--- src/rtl/wb_trace_fifo.sv ---
// Trace capture FIFO: merges register-file and data-memory activity into one
// time-stamped record per cycle and buffers it for a ready/valid consumer.
module wb_trace_fifo #(
  parameter int DATA_W    = 32,
  parameter int DEPTH     = 8,
  parameter bit FILTER_X0 = 1'b1
) (
  input  logic                       clk,
  input  logic                       reset,
  input  logic                       en,
  input  logic                       reg_write_sig,
  input  logic [4:0]                 reg_num,
  input  logic [DATA_W-1:0]          reg_data,
  input  logic                       wr,
  input  logic                       rd,
  input  logic [8:0]                 addr,
  input  logic [DATA_W-1:0]          wr_data,
  input  logic [DATA_W-1:0]          rd_data,
  output logic                       out_valid,
  input  logic                       out_ready,
  output logic [2:0]                 out_flags,
  output logic [4:0]                 out_reg_num,
  output logic [DATA_W-1:0]          out_reg_data,
  output logic [8:0]                 out_addr,
  output logic [DATA_W-1:0]          out_mem_data,
  output logic [15:0]                out_stamp,
  output logic [$clog2(DEPTH):0]     level,
  output logic [15:0]                drop_count,
  output logic                       overflow
);

  localparam int AW = $clog2(DEPTH);
  localparam logic [AW:0] LP_FULL = (AW+1)'(DEPTH);

  typedef struct packed {
    logic [2:0]        flags;
    logic [4:0]        reg_num;
    logic [DATA_W-1:0] reg_data;
    logic [8:0]        addr;
    logic [DATA_W-1:0] mem_data;
    logic [15:0]       stamp;
  } rec_t;

  logic [15:0]   r_cycle;
  logic [AW-1:0] r_wptr;
  logic [AW-1:0] r_rptr;
  logic [AW:0]   r_level;
  logic [15:0]   r_drop;
  logic          r_ovf;
  rec_t          r_mem [DEPTH];

  logic w_reg_ev;
  logic w_event;
  logic w_full;
  logic w_pop;
  logic w_push;
  logic w_drop;
  rec_t w_rec;
  rec_t w_out;

  assign w_reg_ev = reg_write_sig & (!FILTER_X0 | (reg_num != 5'd0));
  assign w_event  = en & (w_reg_ev | wr | rd);
  assign w_full   = (r_level == LP_FULL);
  assign w_pop    = out_valid & out_ready;
  // A full FIFO still accepts a record when the head leaves in the same cycle.
  assign w_push   = !reset & w_event & (!w_full | w_pop);
  assign w_drop   = w_event & w_full & !w_pop;

  // NOTE: every field gets a default before the conditional overrides, so no latch is inferred.
  always_comb begin
    w_rec       = '0;
    w_rec.flags = {w_reg_ev, wr, rd};
    w_rec.stamp = r_cycle;
    if (w_reg_ev) begin
      w_rec.reg_num  = reg_num;
      w_rec.reg_data = reg_data;
    end
    if (wr || rd) w_rec.addr = addr;
    if (wr)       w_rec.mem_data = wr_data;
    else if (rd)  w_rec.mem_data = rd_data;
  end

  // NOTE: the record storage has no reset; validity is tracked solely by r_level.
  always_ff @(posedge clk) begin
    if (w_push) r_mem[r_wptr] <= w_rec;
  end

  // NOTE: all sequential state uses non-blocking assignments so every register samples pre-edge values.
  always_ff @(posedge clk) begin
    if (reset) begin
      r_cycle <= '0;
      r_wptr  <= '0;
      r_rptr  <= '0;
      r_level <= '0;
      r_drop  <= '0;
      r_ovf   <= 1'b0;
    end else begin
      r_cycle <= r_cycle + 16'd1;
      if (w_push) r_wptr <= r_wptr + 1'b1;
      if (w_pop)  r_rptr <= r_rptr + 1'b1;
      if (w_push && !w_pop)      r_level <= r_level + 1'b1;
      else if (w_pop && !w_push) r_level <= r_level - 1'b1;
      if (w_drop) begin
        r_ovf <= 1'b1;
        if (r_drop != 16'hFFFF) r_drop <= r_drop + 16'd1;
      end
    end
  end

  assign out_valid = (r_level != '0);
  assign w_out     = out_valid ? r_mem[r_rptr] : '0;

  assign out_flags    = w_out.flags;
  assign out_reg_num  = w_out.reg_num;
  assign out_reg_data = w_out.reg_data;
  assign out_addr     = w_out.addr;
  assign out_mem_data = w_out.mem_data;
  assign out_stamp    = w_out.stamp;
  assign level        = r_level;
  assign drop_count   = r_drop;
  assign overflow     = r_ovf;

endmodule

--- config.mk ---
export PLATFORM = sky130hd
export DESIGN_NAME = wb_trace_fifo
export DESIGN_NICKNAME = d
export VERILOG_FILES = /design/src/rtl/wb_trace_fifo.sv
export SDC_FILE = /design/constraint.sdc
export NUM_CORES = 1
export LEC_CHECK = 0
export BUFFER_PORTS_ARGS = -buffer_cell sky130_fd_sc_hd__buf_2
export CAP_MARGIN = 20
export CORE_MARGIN = 1.5
export CORE_UTILIZATION = 52
export DETAILED_ROUTE_END_ITERATION = 16
export PLACE_DENSITY = 0.7
export SLEW_MARGIN = 25
export SYNTH_ARGS = -nofsm -noshare
export SYNTH_HDL_FRONTEND = slang
export SYNTH_SLANG_ARGS = --single-unit
--- constraint.sdc ---
create_clock -name clk -period 11.3 [get_ports clk]
set_clock_uncertainty 0.05 [all_clocks]
set_input_delay 1.13 -clock clk [delete_from_list [all_inputs] [get_ports clk]]
set_output_delay 1.13 -clock clk [all_outputs]
set_load 0.03 [all_outputs]
After elaboration in Yosys (flattened, before gate mapping)

Memory sizes are Yosys's and may differ from the RTL's. A register that Yosys moved wholly into a read port is not among the register bits.
Index checks and enable logic that the tools add are counted.

Reductions and logical operators: 11
Multipliers: 0
Bitwise operators: 10
Div/mod/pow operators: 0
Add/subtract/negate cells: 6
Equality and inequality tests: 2
Shift-type cells: 0
Order comparisons: 0
Muxes and demuxes: 11

Operators by type and width:

| operator                                                            | number |
|---|---|
| 97-bit 2-to-1 mux                                                   | 1 |
| 32-bit 2-to-1 mux                                                   | 2 |
| 37-bit 2-to-1 mux                                                   | 1 |
| 16-bit by 1-bit adder with 16-bit output (second input constant)    | 2 |
| 16-bit != test (second input constant)                              | 1 |
| 9-bit 2-to-1 mux                                                    | 1 |
| 4-bit 2-to-1 mux                                                    | 2 |
| 1-bit bitwise AND                                                   | 7 |
| 3-bit by 1-bit adder with 3-bit output (second input constant)      | 2 |
| 3-bit 2-to-1 mux                                                    | 2 |
| 5-bit nonzero test                                                  | 1 |
| 4-bit by 1-bit adder with 4-bit output (second input constant)      | 1 |
| 4-bit equality test (second input constant)                         | 1 |
| 1-bit zero test                                                     | 4 |
| 4-bit nonzero test                                                  | 1 |
| 4-bit by 1-bit subtractor with 4-bit output (second input constant) | 1 |
| 1-bit bitwise OR                                                    | 3 |
| 1-bit logical AND                                                   | 2 |
| 1-bit 2-to-1 mux                                                    | 2 |
| 2-bit AND reduction                                                 | 1 |
| 2-bit nonzero test                                                  | 1 |
| 1-bit logical OR                                                    | 1 |

Memories kept: 1
Memory bits (read-only): 0
Bits in writable memories: 776
Flip-flop bits (word level): 43
Bits in latches: 0

Memory list:

| memory | words | bits a word | read ports | clocked after memory_dff | write ports | RTL line | text |
|---|---|---|---|---|---|---|---|
| r_mem  | 8     | 97          | 1          | 1                        | 1           | 50       | `rec_t r_mem [DEPTH];` |

Longest topological paths before layout

Gate-level depths: netlist of run 1.

Depth after elaboration: 11
Gate-level depth with buffers: 12
Gate-level depth less buffers: 11

Least setup slack after synthesis of run 1

Ideal clock, no wire load.

Kind: input port to flip-flop
From: in wr
To: mem r_mem[0][0] in the netlist's numbering, enable pin
Slack: 2.074 ns
Arrival time: 8.504 ns
Required time: 10.578 ns
Stages: 6
Buffers on the path: 1
Library setup time: 0.672 ns
Path through: buf_4 -> nor2_2 -> a31o_2 -> nor3_2 -> nand2b_1 -> nor3_1

Longest elaborated chain between the ends: 7

Ends and longest elaborated chain:

| item                                   | RTL line | text |
|---|---|---|
| start, declared                        | 14       | `input logic wr,` |
| 1-bit bitwise OR (2 in a row)          | 62       | `assign w_event = en & (w_reg_ev \| wr \| rd);` |
| 1-bit bitwise AND                      | 62       |  |
| 1-bit bitwise AND (2 in a row)         | 66       | `assign w_push = !reset & w_event & (!w_full \| w_pop);` |
| named net w_push                       | 56       | `logic w_push;` |
| 1-bit 2-to-1 mux                       | 85       | `if (w_push) r_mem[r_wptr] <= w_rec;` |
| 1-bit 2-to-1 mux (not written as such) | 85       |  |
| end, declared                          | 50       |  |

The timed path passes the listed nets, and every way through them passes these cells.

Worst setup path after layout of run 1

From: in wr
To: mem r_mem[5][39] in the netlist's numbering, enable pin

Same word-level chain as after synthesis.

==> results.cfg, run 1 <==
[synth]
synth.area.mux_share_pct = 16.8
synthSimpleGateAreaFrac_pct = 4.33
synth-edff-count = 776
syn_nets = 1691
synth_xor_area_share_pct = 0.871
ys_top_cells_by_area = edfxtp_1 (72%), mux4_2 (14%), mux2i_1 (3.1%), dfxtp_1 (2.9%), nor2_1 (1.7%)
async_flop_share_pct = 0
synth.cell_area_sq_mm = 0.0322
ys.flop_type = edfxtp_1
synth.yosys.warnings = 0
yosys-top-cells-count = edfxtp_1 (776), mux4_2 (194), nor2_1 (148)
avgSynthCellArea_sq_um = 20.5
synth_adder_area_share_pct = 0.335
yosysUniqueCellTypes = 49
syn_inst = 1566
synth_top_area_share_pct = 72.4
synth_compound_area_share_pct = 1.24
ys_seq_elements = 822
synth.most_common_cell = edfxtp_1
synth_top_family_by_area = multiplexers
yosys.area.top_type = edfxtp_1
seq_area_frac_synth_pct = 75.3

[floorplan]
pin_count = 236
die_y_microns = 252
die_area_sq_mm = 0.0634
rows = 90
core-area_sq_mm = 0.0607
die_x_microns = 252
initial_utilization_pct = 53.0

[sta]
fin_crit_sh_pct = 44.4
setup_viol = 0
fin_ws_ns = 6.28
max_clock_freq_mhz = 199
rsz0062_at_grt = no
slew-limit-headroom_pct = 29.7
finalHoldViolCount = 0
setup_tns_ns = 0
slew_viol_final = 0
worst_pin_slew_ns = 1.05
whs_ns = 0.426
min_period_ns = 5.02

[pwr]
p_leak_nw = 12.0
power_per_cell_area_mw_per_mm2 = 225
total_power_mw = 8.29
ir_worst_vdd_mv = 0.172

[cts]
cts_sinks = 822
cts_root_buffer = clkbuf_16
cts_resized = 0
cts.clk_slew.worst_paths_ns = 0.06
cts_tree = done
insertion_delay_ns = 0.62
numCtsBuffers = 81
postCtsSetupBuffers = 0
cts_max_level = 3
cts_max_path_buffers = 3
ctsHoldBuffers = 0

[layout]
design_area_sq_mm = 0.0369
multi_input_area_sq_mm = 0.00765
area_growth_pct = 14.8
fin_cells = 2677
final_util_pct = 60.9
drive_gt1_share_pct = 31.6
num-fill-cells = 4282
diodes = 0
seqCellArea_sq_mm = 0.0242
final_net_count = 1955

[hold_path]
holdCritPathClass = flip-flop to flip-flop

[place]
hpwl_microns = 35900
placed_area_sq_mm = 0.0343
dp.cells = 2527
io_buffers = 235
place_ws_ns = 5.56
place.gp.congestion = 0.749

[route]
ant_nets = 0
vias_per_cell = 5.79
dr_wl_met3_microns = 3140
first_pass_iters = 5
drtIter0Drc = 1184
drt_wl_total_microns = 64500
met1Wirelength_microns = 26700
num_vias = 15509
wl_met2_microns = 33400
wl_per_cell_microns = 24.1
drc_errors = 0
top_layer = met4

[job]
cap_violations = 0

[setup_path]
path_delay_family = buffers and inverters
end_kind = flip-flop
path_max_fanout = 59
slowest_stage = buf_4
worstPathRequired_ns = 11.48
cpPeakStageDelay_ns = 0.85
cp.buffers_inverters = 3
crit_path_frequent_cell = buf_4
crit_arrival_ns = 5.21
start_kind = input port
crit_path_cell_trace = buf_2 > nor2_2 > a31o_2 > nor3_2 > nand2_1 > nor2_4 > buf_4 > buf_4
crit_type = input port to flip-flop

[global_route]
grt_pass1_vias = 16470
grt_pass1_wl_microns = 98000
grt_max_degree = 122
antenna_found_initial = 1
track_usage_pct = 20.7
overflow = 0

[outcome]
outcome = complete, no violations
==> area by class of cell <==
class                   instances  share of cell area (%)
clock buffers                 107                    5.89
repair buffers                265                    3.94
multi-input cells             658                    20.7
flip-flops and latches        822                    65.6
clock inverters                41                    1.19
inverters                       2                  0.0203
well taps                     782                    2.65
==> cells in the final DEF, fill, tap and decap left out, drive strengths merged, types with 14 or more instances in the layout <==
cell type  synthesis  layout
a22o              32      32
and2              37      37
buf               50     265
clkbuf            34     107
clkinv             0      25
dfxtp             46      46
edfxtp           776     776
mux2i            100     100
mux4             194     194
nand3             14      14
nor2             149     149
xnor2             18      18
xor2              14      14
==> final timing paths <==
check                           slack, ns             startpoint  cells after the start                endpoint
worst min register to register       0.43  overflow$_SDFFE_PP0P_                      2   overflow$_SDFFE_PP0P_
worst max register to register       7.53  level[0]$_SDFFE_PP0P_                      7  r_mem[5][39]$_DFFE_PP_
worst min-delay path                 0.43  overflow$_SDFFE_PP0P_                      2   overflow$_SDFFE_PP0P_
worst max-delay path                 6.28                     wr                      8  r_mem[5][39]$_DFFE_PP_
==> tightest hold or removal path: stages (launching register included) <==
cell and delay [ns]:
dfxtp_1 0.32, nor2_1 0.05, nor2_1 0.07
==> kinds of logic after synthesis <==
family / after synthesis
AO/OA/AOI/OAI: 51
AND/OR/NAND/NOR: 271
XOR/XNOR: 32
flip-flops: 822
multiplexers: 296
buffers and inverters: 86
adder cells (fa/ha/maj): 8
==> power breakdown <==
group / leakage [nW] / internal (mW) / switching [mW]
combinational: 3.26 / 0.785 / 1.37
sequential: 7.49 / 3.41 / 0.0855
clock: 1.26 / 1.54 / 1.10
==> layer usage <==
metal | vias up | GRT usage, %
li1 | 6897 | -
met1 | 8088 | 27.6
met2 | 428 | 35.6
met3 | 96 | 3.54
met4 | 0 | 5.40
met5 | - | 0
==> registers in the layout (all words and copies together), names as in the netlist, named ones only <==
name and flops:
level 4, drop_count 16, r_cycle 16, r_rptr 3, r_mem 776, r_wptr 3, overflow 1
(Power assumes the default switching activity.)
==> inputs of run 2 (changes only) <==
- clock period: 11.3 -> 4.71 ns (I/O delays scaled with it)
==> run 2 against run 1 <==
  * Non-clock buffer count stayed put
  * Critical path depth down 3
  * Setup slack worse by 5.1 ns
  * Sequential share of layout area increased by 0.11 points
  * Register-to-register slack worse by 5.6 ns
  * Wire length is 1.4% higher
  * Cell count fell by 0.22%
  * First-iteration DRC count decreased by 1.4%
  * Count of clock-buffer cells in the layout fell by 2
  * Cell area fell by 0.17%
==> results.cfg, run 2 (synthesized netlist as in run 1, its figures left out) <==
[cts]
cts.clk_slew.worst_paths_ns = 0.05
cts_root_buffer = clkbuf_16
ctsHoldBuffers = 0
cts_sinks = 822
cts_resized = 0
numCtsBuffers = 81
cts_tree = done
cts_max_path_buffers = 3
insertion_delay_ns = 0.62
cts_max_level = 3
postCtsSetupBuffers = 0

[layout]
final_net_count = 1955
drive_gt1_share_pct = 31.4
largest_reg_flops = 776
fin_cells = 2671
num-fill-cells = 4326
final_common_cell = edfxtp_1
multi_input_area_sq_mm = 0.00766
max_flop_register = r_mem
area_growth_pct = 14.6
seqCellArea_sq_mm = 0.0242
final_cell_mix = edfxtp_1 (776), buf_2 (235), mux4_2 (194)
design_area_sq_mm = 0.0369

[job]
cap_violations = 0

[pwr]
ir_worst_vdd_mv = 0.624
p_seq_share_pct = 42.8
p_leak_nw = 11.9
comb_power_share_pct = 27.1
power_switching_mw = 6.12
power_per_cell_area_mw_per_mm2 = 530
pwr-share-clk_pct = 30.1
p_int_mw = 13.4
swShare_pct = 31.3

[setup_path]
crit_type = flip-flop to primary output
start_kind = flip-flop
end_kind = primary output
crit_path_cell_trace = buf_12 > mux4_2 > mux2i_1 > nor2_1 > buf_2
worstPathRequired_ns = 4.19
cpPeakStageDelay_ns = 0.71
crit_arrival_ns = 2.97
slowest_stage = dfxtp_4
path_max_fanout = 62

[floorplan]
die_area_sq_mm = 0.0634
initial_utilization_pct = 53.0
rows = 90
core-area_sq_mm = 0.0607
die_x_microns = 252
die_y_microns = 252
pin_count = 236

[route]
vias_per_cell = 5.85
drt_wl_total_microns = 65500
num_vias = 15616
drc_errors = 0
ant_nets = 0
wl_per_cell_microns = 24.5
drtIter0Drc = 1167
first_pass_iters = 7

[global_route]
grt_max_degree = 98
track_usage_pct = 21.0
antenna_found_initial = 2
grt_pass1_vias = 16382
grt_pass1_wl_microns = 98700
overflow = 0

[place]
placed_area_sq_mm = 0.0345
place.gp.congestion = 0.722
dp.cells = 2529
io_buffers = 235
hpwl_microns = 34300

[hold_path]
holdCritPathClass = input port to flip-flop

[sta]
slew-limit-headroom_pct = 42.3
rsz0062_at_grt = no
max_clock_freq_mhz = 286
slew_viol_final = 0
min_period_ns = 3.50
fin_crit_sh_pct = 74.2
setup_viol = 0
worst_pin_slew_ns = 0.866
finalHoldViolCount = 0

[outcome]
outcome = complete, no violations
[run 2: stage by stage]
stage                     total power [mW]  setup TNS [ns]  setup slack, ns  hold slack [ns]  utilization, %
after global routing                  20.3               0            0.986            0.160            60.7
after global placement                13.9               0             1.21            0.405            56.8
final                                 19.6               0             1.21            0.155            60.8
after floorplan                       12.3         -897.23            -1.25            0.404               -
after CTS                             19.8               0             1.09            0.127            60.7
after detailed placement              13.9               0             1.13            0.411            56.8
[run 2: power groups by stage]
stage | Combinational, mW | Sequential (mW) | Clock [mW]
finish | 5.30 | 8.36 | 5.88
global placement | 5.36 | 8.51 | 0
detailed placement | 5.41 | 8.53 | 0
floorplan | 3.86 | 8.45 | 0
CTS | 5.43 | 8.37 | 6.01
global route | 5.67 | 8.39 | 6.28
[run 2: critical path: cells and delay by family, from the launching register on]
| kind | cells | cell delay [ns] |
|---|---|---|
| muxes | 2 | 0.85 |
| DFF | 1 | 0.71 |
| buffers and inverters | 2 | 0.70 |
| and+or+nand+nor | 1 | 0.07 |
[run 2: area by class of cell]
class                           count  share of cell area, %
Inverter                            2                 0.0204
Clock buffer                      105                   5.97
Clock inverter                     36                  0.546
Antenna cell                        1                0.00679
Sequential cell                   822                   65.7
Tap cell                          782                   2.65
Multi-Input combinational cell    658                   20.8
Timing Repair Buffer              265                   4.31
[run 2: worst paths after layout]
path | startpoint | to | slack (ns) | cells after the start
max reg2reg | level[1]$_SDFFE_PP0P_ | r_mem[2][36]$_DFFE_PP_ | 1.93 | 6
max | flip-flop | out_flags[2] | 1.21 | 5
min reg2reg | overflow$_SDFFE_PP0P_ | overflow$_SDFFE_PP0P_ | 0.43 | 2
min | out_ready | flip-flop | 0.16 | 3
[run 2: layer usage]
metal | share of wire [%] | vias to the layer above | GRT usage, %
li1 | - | 6900 | -
met1 | 42 | 8282 | 27.6
met2 | 52 | 351 | 36.6
met3 | 4.6 | 81 | 3.35
met4 | 1.8 | 2 | 5.83
met5 | 0.012 | - | 0
